<file path="src/rtl/input_conditioner_pkg.sv">
// Shared types and constants for the pushbutton/switch input conditioner.
package input_conditioner_pkg;

    // Default number of consecutive stable cycles before a button change is accepted.
    localparam int DEBOUNCE_DEFAULT = 16;

    // Width of the per-button stability counter; covers the full DEBOUNCE_CYCLES range.
    localparam int CNT_WIDTH = 16;

    // Chord detector states.
    typedef enum logic [1:0] {
        IDLE   = 2'd0,
        SINGLE = 2'd1,
        CHORD  = 2'd2
    } chord_state_t;

endpackage

</file>
<file path="src/rtl/button_debouncer.sv">
// One active-low pushbutton: 2-flop synchronizer followed by a stability
// counter that flips the debounced "pressed" level only after the synchronized
// input has disagreed with it for DEBOUNCE_CYCLES consecutive cycles.
module button_debouncer
    import input_conditioner_pkg::*;
#(
    parameter int DEBOUNCE_CYCLES = DEBOUNCE_DEFAULT
) (
    input  logic clk,
    input  logic reset,
    input  logic button,
    output logic db
);

    localparam logic [CNT_WIDTH-1:0] TARGET = CNT_WIDTH'(DEBOUNCE_CYCLES);

    logic                 sync_meta;
    logic                 sync_out;
    logic                 pressed;
    logic [CNT_WIDTH-1:0] cnt;
    logic [CNT_WIDTH-1:0] cnt_inc;

    // Button is active-low, so the synchronized level is inverted to "pressed".
    assign pressed = ~sync_out;
    assign cnt_inc = cnt + CNT_WIDTH'(1);

    // Synchronize the raw button, then count consecutive cycles of disagreement.
    always_ff @(posedge clk) begin
        if (reset) begin
            // Sync flops come up as "released" so a reset never fakes a press.
            sync_meta <= 1'b1;
            sync_out  <= 1'b1;
            db        <= 1'b0;
            cnt       <= '0;
        end else begin
            // NOTE: non-blocking assignments make both sync stages sample their
            // pre-edge inputs, giving a true two-stage delay regardless of order.
            sync_meta <= button;
            sync_out  <= sync_meta;
            if (pressed != db) begin
                if (cnt_inc == TARGET) begin
                    db  <= ~db;
                    cnt <= '0;
                end else begin
                    cnt <= cnt_inc;
                end
            end else begin
                // Any agreement restarts the window, so short glitches are discarded.
                cnt <= '0;
            end
        end
    end

endmodule

</file>
<file path="src/rtl/input_conditioner.sv">
// Front-end conditioning for the Run/Continue pushbuttons and slide switches:
// debounces both buttons, turns accepted presses into one-cycle strobes, and
// recognises the Run+Continue chord as a reset request.
module input_conditioner
    import input_conditioner_pkg::*;
#(
    parameter int DEBOUNCE_CYCLES = DEBOUNCE_DEFAULT,
    parameter int SW_WIDTH        = 10
) (
    input  logic                Clk,
    input  logic                Reset,
    input  logic                Run,
    input  logic                Continue,
    input  logic [SW_WIDTH-1:0] SW,
    output logic                Run_pulse,
    output logic                Continue_pulse,
    output logic                Reset_pulse,
    output logic                Reset_hold,
    output logic [SW_WIDTH-1:0] SW_s
);

    logic                db_run;
    logic                db_cont;
    logic [SW_WIDTH-1:0] sw_meta;

    chord_state_t state;
    chord_state_t state_next;
    logic         run_pulse_next;
    logic         cont_pulse_next;
    logic         reset_pulse_next;
    logic         reset_hold_next;

    button_debouncer #(.DEBOUNCE_CYCLES(DEBOUNCE_CYCLES)) u_run_db (
        .clk    (Clk),
        .reset  (Reset),
        .button (Run),
        .db     (db_run)
    );

    button_debouncer #(.DEBOUNCE_CYCLES(DEBOUNCE_CYCLES)) u_cont_db (
        .clk    (Clk),
        .reset  (Reset),
        .button (Continue),
        .db     (db_cont)
    );

    // Two-flop synchronizer for the switch bus; no filtering beyond that.
    always_ff @(posedge Clk) begin
        if (Reset) begin
            sw_meta <= '0;
            SW_s    <= '0;
        end else begin
            sw_meta <= SW;
            SW_s    <= sw_meta;
        end
    end

    // Chord FSM state register with registered strobes and hold level.
    always_ff @(posedge Clk) begin
        if (Reset) begin
            state          <= IDLE;
            Run_pulse      <= 1'b0;
            Continue_pulse <= 1'b0;
            Reset_pulse    <= 1'b0;
            Reset_hold     <= 1'b0;
        end else begin
            state          <= state_next;
            Run_pulse      <= run_pulse_next;
            Continue_pulse <= cont_pulse_next;
            Reset_pulse    <= reset_pulse_next;
            Reset_hold     <= reset_hold_next;
        end
    end

    // Next-state and strobe decode. IDLE is only ever held or entered with
    // both debounced buttons low, so a high level seen in IDLE is a rising edge.
    always_comb begin
        // NOTE: every output of this block gets a default first so no path
        // through the case leaves a signal unassigned and infers a latch.
        state_next       = state;
        run_pulse_next   = 1'b0;
        cont_pulse_next  = 1'b0;
        reset_pulse_next = 1'b0;

        case (state)
            IDLE: begin
                if (db_run && db_cont) begin
                    reset_pulse_next = 1'b1;
                    state_next       = CHORD;
                end else if (db_run) begin
                    run_pulse_next = 1'b1;
                    state_next     = SINGLE;
                end else if (db_cont) begin
                    cont_pulse_next = 1'b1;
                    state_next      = SINGLE;
                end
            end
            SINGLE: begin
                if (db_run && db_cont) begin
                    reset_pulse_next = 1'b1;
                    state_next       = CHORD;
                end else if (!db_run && !db_cont) begin
                    state_next = IDLE;
                end
            end
            CHORD: begin
                if (!db_run && !db_cont) begin
                    state_next = IDLE;
                end
            end
            default: begin
                state_next = IDLE;
            end
        endcase

        reset_hold_next = (state_next == CHORD);
    end

endmodule

</file>
<file path="config.mk">
export PLATFORM = sky130hd
export DESIGN_NAME = input_conditioner
export DESIGN_NICKNAME = d
export VERILOG_FILES = /design/src/rtl/input_conditioner_pkg.sv /design/src/rtl/button_debouncer.sv /design/src/rtl/input_conditioner.sv
export SDC_FILE = /design/constraint.sdc
export NUM_CORES = 1
export LEC_CHECK = 0
export BUFFER_PORTS_ARGS = -buffer_cell sky130_fd_sc_hd__clkbuf_2
export CELL_PAD_IN_SITES_DETAIL_PLACEMENT = 1
export CELL_PAD_IN_SITES_GLOBAL_PLACEMENT = 1
export CORE_ASPECT_RATIO = 2
export CORE_MARGIN = 2
export CORE_UTILIZATION = 25
export CTS_CLUSTER_SIZE = 14
export DETAILED_ROUTE_END_ITERATION = 8
export PLACE_DENSITY_LB_ADDON = 0.15
export SKIP_CTS_REPAIR_TIMING = 1
export SYNTH_ARGS = -nofsm -noshare
export SYNTH_HDL_FRONTEND = slang
export SYNTH_SLANG_ARGS = --single-unit
</file>
<file path="constraint.sdc">
create_clock -name Clk -period 4.2 [get_ports Clk]
set_input_delay 0.21 -clock Clk [delete_from_list [all_inputs] [get_ports Clk]]
set_output_delay 0.21 -clock Clk [all_outputs]
set_load 0.02 [all_outputs]
</file>
==> impl_metrics.py, run 1 <==
metrics = {
    "synthesis": {
        "synth_most_common_cell": "dfxtp_1",
        "synth-seq-cells": 64,
        "synth_area_leaders": "dfxtp_1 47%, xnor2_1 5.4%, nor2b_1 5.0%, nor2_1 4.9%, xor2_1 4.8%",
        "async_reset_ff_share_pct": 0,
        "synth_edf_count": 0,
        "synth_area_mm2": 0.00274,
        "yosysTopAreaCellShare_pct": 46.8,
        "yosys_warnings": 0,
        "avgSynthCellArea_um2": 9.18,
        "synthFlopType": "dfxtp_1",
        "synth_area_leader_cell": "dfxtp_1",
        "syn_inst": 298,
        "synth_commonest_cells": "64 x dfxtp_1, 36 x nor2_1, 22 x nor2b_1",
        "synth_nets": 315,
        "ys_seq_area_share_pct": 46.8,
        "yosys.cell_types.count": 47,
    },
    "power_and_ir_drop": {
        "p_leak_nw": 1.15,
        "p_seq_share_pct": 39.6,
        "power_density_mw_per_mm2": 471,
        "vdd_drop_max_mv": 0.230,
        "finalPower_mw": 1.57,
        "switchingPower_mw": 0.299,
        "p_comb_share_pct": 2.0,
        "p_sw_share_pct": 19.0,
        "clockPowerShare_pct": 58.5,
        "internal_power_mw": 1.27,
    },
    "clocking": {
        "cts_buffer_depth": 2,
        "cts_buffers": 9,
        "clkTransAtPathRegs_ns": 0.06,
        "ctsRootBufferMaster": "clkbuf_16",
        "worstSkewPairLatency_ns": 0.33,
        "htreeDepth": 3,
        "clock_sinks": 64,
        "cts_tree": "yes",
    },
    "timing": {
        "clock_skew_ns": 0.00704,
        "period_share_pct": 59.3,
        "setup_viol": 0,
        "worst_slew_pin_slew_ns": 0.699,
        "relSlewSlack_pct": 53.4,
        "rsz0062_at_grt": "no",
        "min_period_ns": 2.49,
        "setup_tns_ns": 0,
        "hold_viol": 0,
        "fmax_mhz": 401,
        "maxSlewViolCount": 0,
    },
    "floorplan": {
        "rows": 54,
        "die_h_um": 152,
        "core_area_mm2": 0.0108,
        "die-area_mm2": 0.0118,
        "start_util_pct": 25.3,
        "io_pins": 28,
        "die_w_um": 78.0,
    },
    "global_route": {
        "grt_antenna_before_repair": 0,
        "grt_pass1_wl_mm": 11.4,
        "grtUsageMet2_pct": 24.1,
        "grtUsageTotal_pct": 12.4,
        "met3_usage_pct": 2.49,
        "grt_max_degree": 35,
        "first_global_vias": 2317,
        "grt_busiest_layer": "met2",
        "use_met1_pct": 11.3,
        "grt_overflow": 0,
    },
    "outcome": {
        "run_status": "completed",
    },
    "worst_setup_path": {
        "path_buf_inv": 1,
        "arrival_ns": 2.74,
        "worstRegToRegCells": 8,
        "worst-setup-path-type": "reg2reg",
        "cpPeakStageDelay_ns": 0.41,
        "worstPathRequired_ns": 4.45,
        "path_depth": 8,
        "cp-end-kind": "register",
        "crit_path_top_delay_cell": "dfxtp_1",
        "path_cells": "ha_1 > and4_1 > and3_1 > mux2_2 > a41oi_1 > nor4_2 > buf_4 > a211oi_2",
        "crit_family": "simple AND/OR/NAND/NOR gates",
        "cp-start-kind": "register",
        "cp_max_fo": 12,
    },
    "place": {
        "portBuffers": 27,
        "dpl.hpwl_mm": 4.95,
        "gp_congestion": 0.768,
        "placed_cells": 450,
    },
    "final_layout": {
        "synthToLayoutAreaGrowth_pct": 22.0,
        "layout.nets": 338,
        "fin_cells": 466,
        "fillCellCount": 1281,
        "diodes": 0,
        "drive_gt1_share_pct": 17.8,
        "postLayoutCoreUtil_pct": 30.9,
    },
    "routing": {
        "vias": 2108,
        "first_pass_iters": 3,
        "wl_per_cell_um": 14.0,
        "drt_iter0_drc": 43,
        "totalWireLength_mm": 6.53,
        "drc": 0,
        "viasPerCell": 4.52,
        "ant_nets": 0,
    },
    "job": {
        "cap_violations": 0,
    },
    "min_path": {
        "min_path_type": "in2reg",
        "min_path_cells": 2,
    },
}
[sequential cells by signal, indices dropped and copies added (netlist names), 2 cells and up]
| register | count |
|---|---|
| u_cont_db.cnt | 16 |
| u_run_db.cnt | 16 |
| SW_s | 10 |
| sw_meta | 10 |
| state | 2 |
[placed cells by master, fill, tap and decap left out, types with 5 or more instances in the layout]
cell type  instances
and3_1             5
a21oi_1            8
clkbuf_2          27
nand2_1           18
nor3_1            13
xnor2_1           17
nand4_1            8
clkbuf_16          9
nand2b_1           6
nand3_1           13
nor2b_1           22
dfxtp_1           64
nor2_1            36
xor2_1            15
nor3b_1            5
[cell type report]
type / count / area, um^2 / share of cell area, %
timing repair buffer: 28 / 143 / 4.27
sequential: 64 / 1280 / 38.4
multi-input combinational: 214 / 1360 / 40.6
inverter: 4 / 15.0 / 0.450
clock buffer: 9 / 225 / 6.75
tap: 140 / 175 / 5.25
clock inverter: 7 / 143 / 4.27
[power by group through the flow]
stage               clock, mW  sequential [mW]  combinational [mW]
floorplan                   0            0.639              0.0145
CTS                     0.948            0.622              0.0329
global placement            0            0.635              0.0322
global route            0.974            0.623              0.0356
detailed placement          0            0.635              0.0330
finish                  0.919            0.622              0.0312
[per-layer routing]
layer / share of wire [%] / vias to the layer above
met3: 2.3 / 15
met2: 59 / 26
met5: 0 / -
li1: - / 1062
met4: 4.0 / 0
met1: 35 / 1005
[through the flow]
stage	hold slack (ns)	worst slack [ns]	cell area [um^2]
after floorplan	0.282	2.02	2740
after global placement	0.395	1.75	2970
after detailed placement	0.395	1.69	2970
after CTS	0.0596	1.68	3340
after global routing	0.0704	1.49	3340
final	0.0660	1.71	3340
[logic make-up after synthesis]
kind of cell | share of synthesized area (%)
flops | 46.8
compound gates | 7.00
xor+xnor | 10.2
simple gates | 29.4
buf+inv | 3.61
fa+ha+maj | 1.37
mux | 1.56
[final timing paths]
kind	endpoint	slack (ns)	startpoint
max	u_cont_db.db	1.71	u_cont_db.cnt[0]
min	u_run_db.sync_meta	0.07	Run
max reg2reg	u_cont_db.db	1.71	u_cont_db.cnt[0]
min reg2reg	u_run_db.sync_out	0.41	u_run_db.sync_meta
Power figures use the tool's default switching activity.
==> inputs of run 2 (changes only) <==
==> constraint.sdc (replaced) <==
create_clock -name Clk -period 2.6 [get_ports Clk]
set_input_delay 0.13 -clock Clk [delete_from_list [all_inputs] [get_ports Clk]]
set_output_delay 0.13 -clock Clk [all_outputs]
set_load 0.02 [all_outputs]
==> run 2 against run 1 <==
  * Flip-flop and latch count is the same
  * Combinational power up 79%
  * Worst setup slack got worse by 1.5 ns
  * Total power up 37%
  * Sequential share of layout area about the same
  * First-iteration DRC count decreased by 14%
  * Sequential power increased by 61%
  * Worst hold slack worse by 0.056 ns
  * Routed wire length up 2.4%
  * Die area did not move
  * Design area down 0.11%
  * Count of clock-buffer cells in the layout did not move
  * Largest cell class unchanged
==> impl_metrics.py, run 2 (synthesized netlist as in run 1, its figures left out) <==
metrics = {
    "clocking": {
        "cts_tree": "yes",
        "worstSkewPairLatency_ns": 0.33,
        "clkTransAtPathRegs_ns": 0.05,
        "htreeDepth": 3,
        "ctsRootBufferMaster": "clkbuf_16",
        "cts_buffers": 9,
        "clock_sinks": 64,
        "cts_buffer_depth": 2,
    },
    "power_and_ir_drop": {
        "vdd_drop_max_mv": 0.441,
        "p_leak_nw": 1.14,
        "power_density_mw_per_mm2": 645,
    },
    "floorplan": {
        "die_h_um": 152,
        "rows": 54,
        "io_pins": 28,
        "core_area_mm2": 0.0108,
        "die_w_um": 78.0,
        "start_util_pct": 25.3,
        "die-area_mm2": 0.0118,
    },
    "worst_setup_path": {
        "cp-startpoint": "u_cont_db.cnt[0]",
        "r2r-start": "u_cont_db.cnt[0]",
        "worstPathRequired_ns": 2.84,
        "cp-end-kind": "register",
        "worstRegToRegCells": 8,
        "cp-start-kind": "register",
        "worst-setup-path-type": "reg2reg",
        "cp_max_fo": 10,
        "arrival_ns": 2.61,
    },
    "final_layout": {
        "diodes": 0,
        "layout.nets": 347,
        "drive_gt1_share_pct": 20.0,
        "fin_cells": 475,
        "postLayoutCoreUtil_pct": 30.8,
        "layout.cells.most_common": "dfxtp_1",
        "reg_top3": "u_cont_db.cnt x16, u_run_db.cnt x16",
        "synthToLayoutAreaGrowth_pct": 21.9,
        "final_cell_mix": "64 x dfxtp_1, 36 x nor2_1, 27 x clkbuf_2",
    },
    "routing": {
        "ant_nets": 0,
        "drt_iter0_drc": 37,
        "vias": 2158,
        "totalWireLength_mm": 6.69,
        "drc": 0,
        "wl_per_cell_um": 14.1,
        "viasPerCell": 4.54,
        "first_pass_iters": 3,
    },
    "timing": {
        "worst_slew_pin_slew_ns": 0.732,
        "fmax_mhz": 422,
        "setup_viol": 0,
        "min_period_ns": 2.37,
        "hold_viol": 0,
        "clock_skew_ns": 0.00312,
        "relSlewSlack_pct": 51.2,
        "setup_tns_ns": 0,
        "setup_ws_ns": 0.229,
        "holdWs_ns": 0.00963,
        "maxSlewViolCount": 0,
        "period_share_pct": 91.2,
        "rsz0062_at_grt": "no",
    },
    "place": {
        "portBuffers": 27,
        "dp_worst_setup_slack_ns": 0.136,
        "placed_cells": 457,
        "gp_congestion": 0.757,
        "dpl.hpwl_mm": 5.19,
    },
    "min_path": {
        "min_from": "SW[0]",
        "min_path_cells": 2,
        "min_path_type": "in2reg",
    },
    "global_route": {
        "grt_pass1_wl_mm": 11.2,
        "grt_overflow": 0,
        "grt_max_degree": 24,
        "grtUsageTotal_pct": 12.4,
        "grt_antenna_before_repair": 0,
        "first_global_vias": 2340,
    },
    "outcome": {
        "run_status": "completed",
    },
    "job": {
        "cap_violations": 0,
    },
}
[run 2: cell types whose count changed in the layout (fill, tap and decap cells not counted), moves of 2 or more]
cell           delta
buf_4             +7
dlygate4sd3_1     +2
clkinv_2          +2
bufinv_16         -4
clkinvlp_4        +2
[run 2: path summary, 6_finish.rpt]
kind | end | slack [ns]
setup reg to reg | u_cont_db.cnt[1] | 0.23
hold reg to reg | u_run_db.sync_out | 0.41
setup / recovery | u_cont_db.cnt[1] | 0.23
hold / removal | sw_meta[0] | 0.01
[run 2: routing by layer]
layer  GRT usage (%)  share of wire [%]  vias up
met5               0                  0        -
li1                -                  -     1085
met3            2.67                2.2       11
met1            11.0                 35     1039
met4            6.93                2.5        0
met2            24.4                 61       23
[run 2: area by class of cell]
type	instances	area [um^2]
multi-input combinational	214	1370
clock inverter	7	47.5
inverter	4	15.0
sequential	64	1280
timing repair buffer	37	215
fill	1288	7480
tap	140	175
clock buffer	9	225
[run 2: metrics by stage]
stage	instance area, um^2	power [mW]
2_1_floorplan	2740	1.06
3_3_place_gp	3020	1.08
3_5_place_dp	3020	1.08
4_1_cts	3290	2.20
5_1_grt	3330	2.26
6_report	3330	2.15
[run 2: report_power, final]
part / switching, mW / leakage [nW] / internal (mW)
combinational: 0.0301 / 0.491 / 0.0256
sequential: 0.00525 / 0.521 / 0.999
clock: 0.448 / 0.132 / 0.643
total: 0.483 / 1.14 / 1.67
[run 2: worst max-delay path, stage by stage, from the launching register on]
cell and delay [ns]:
dfxtp_1 0.41, ha_2 0.25, and4_1 0.28, and3_1 0.27, mux2_2 0.37, a41oi_2 0.24, nor4_4 0.09, buf_4 0.19
nor3b_1 0.18
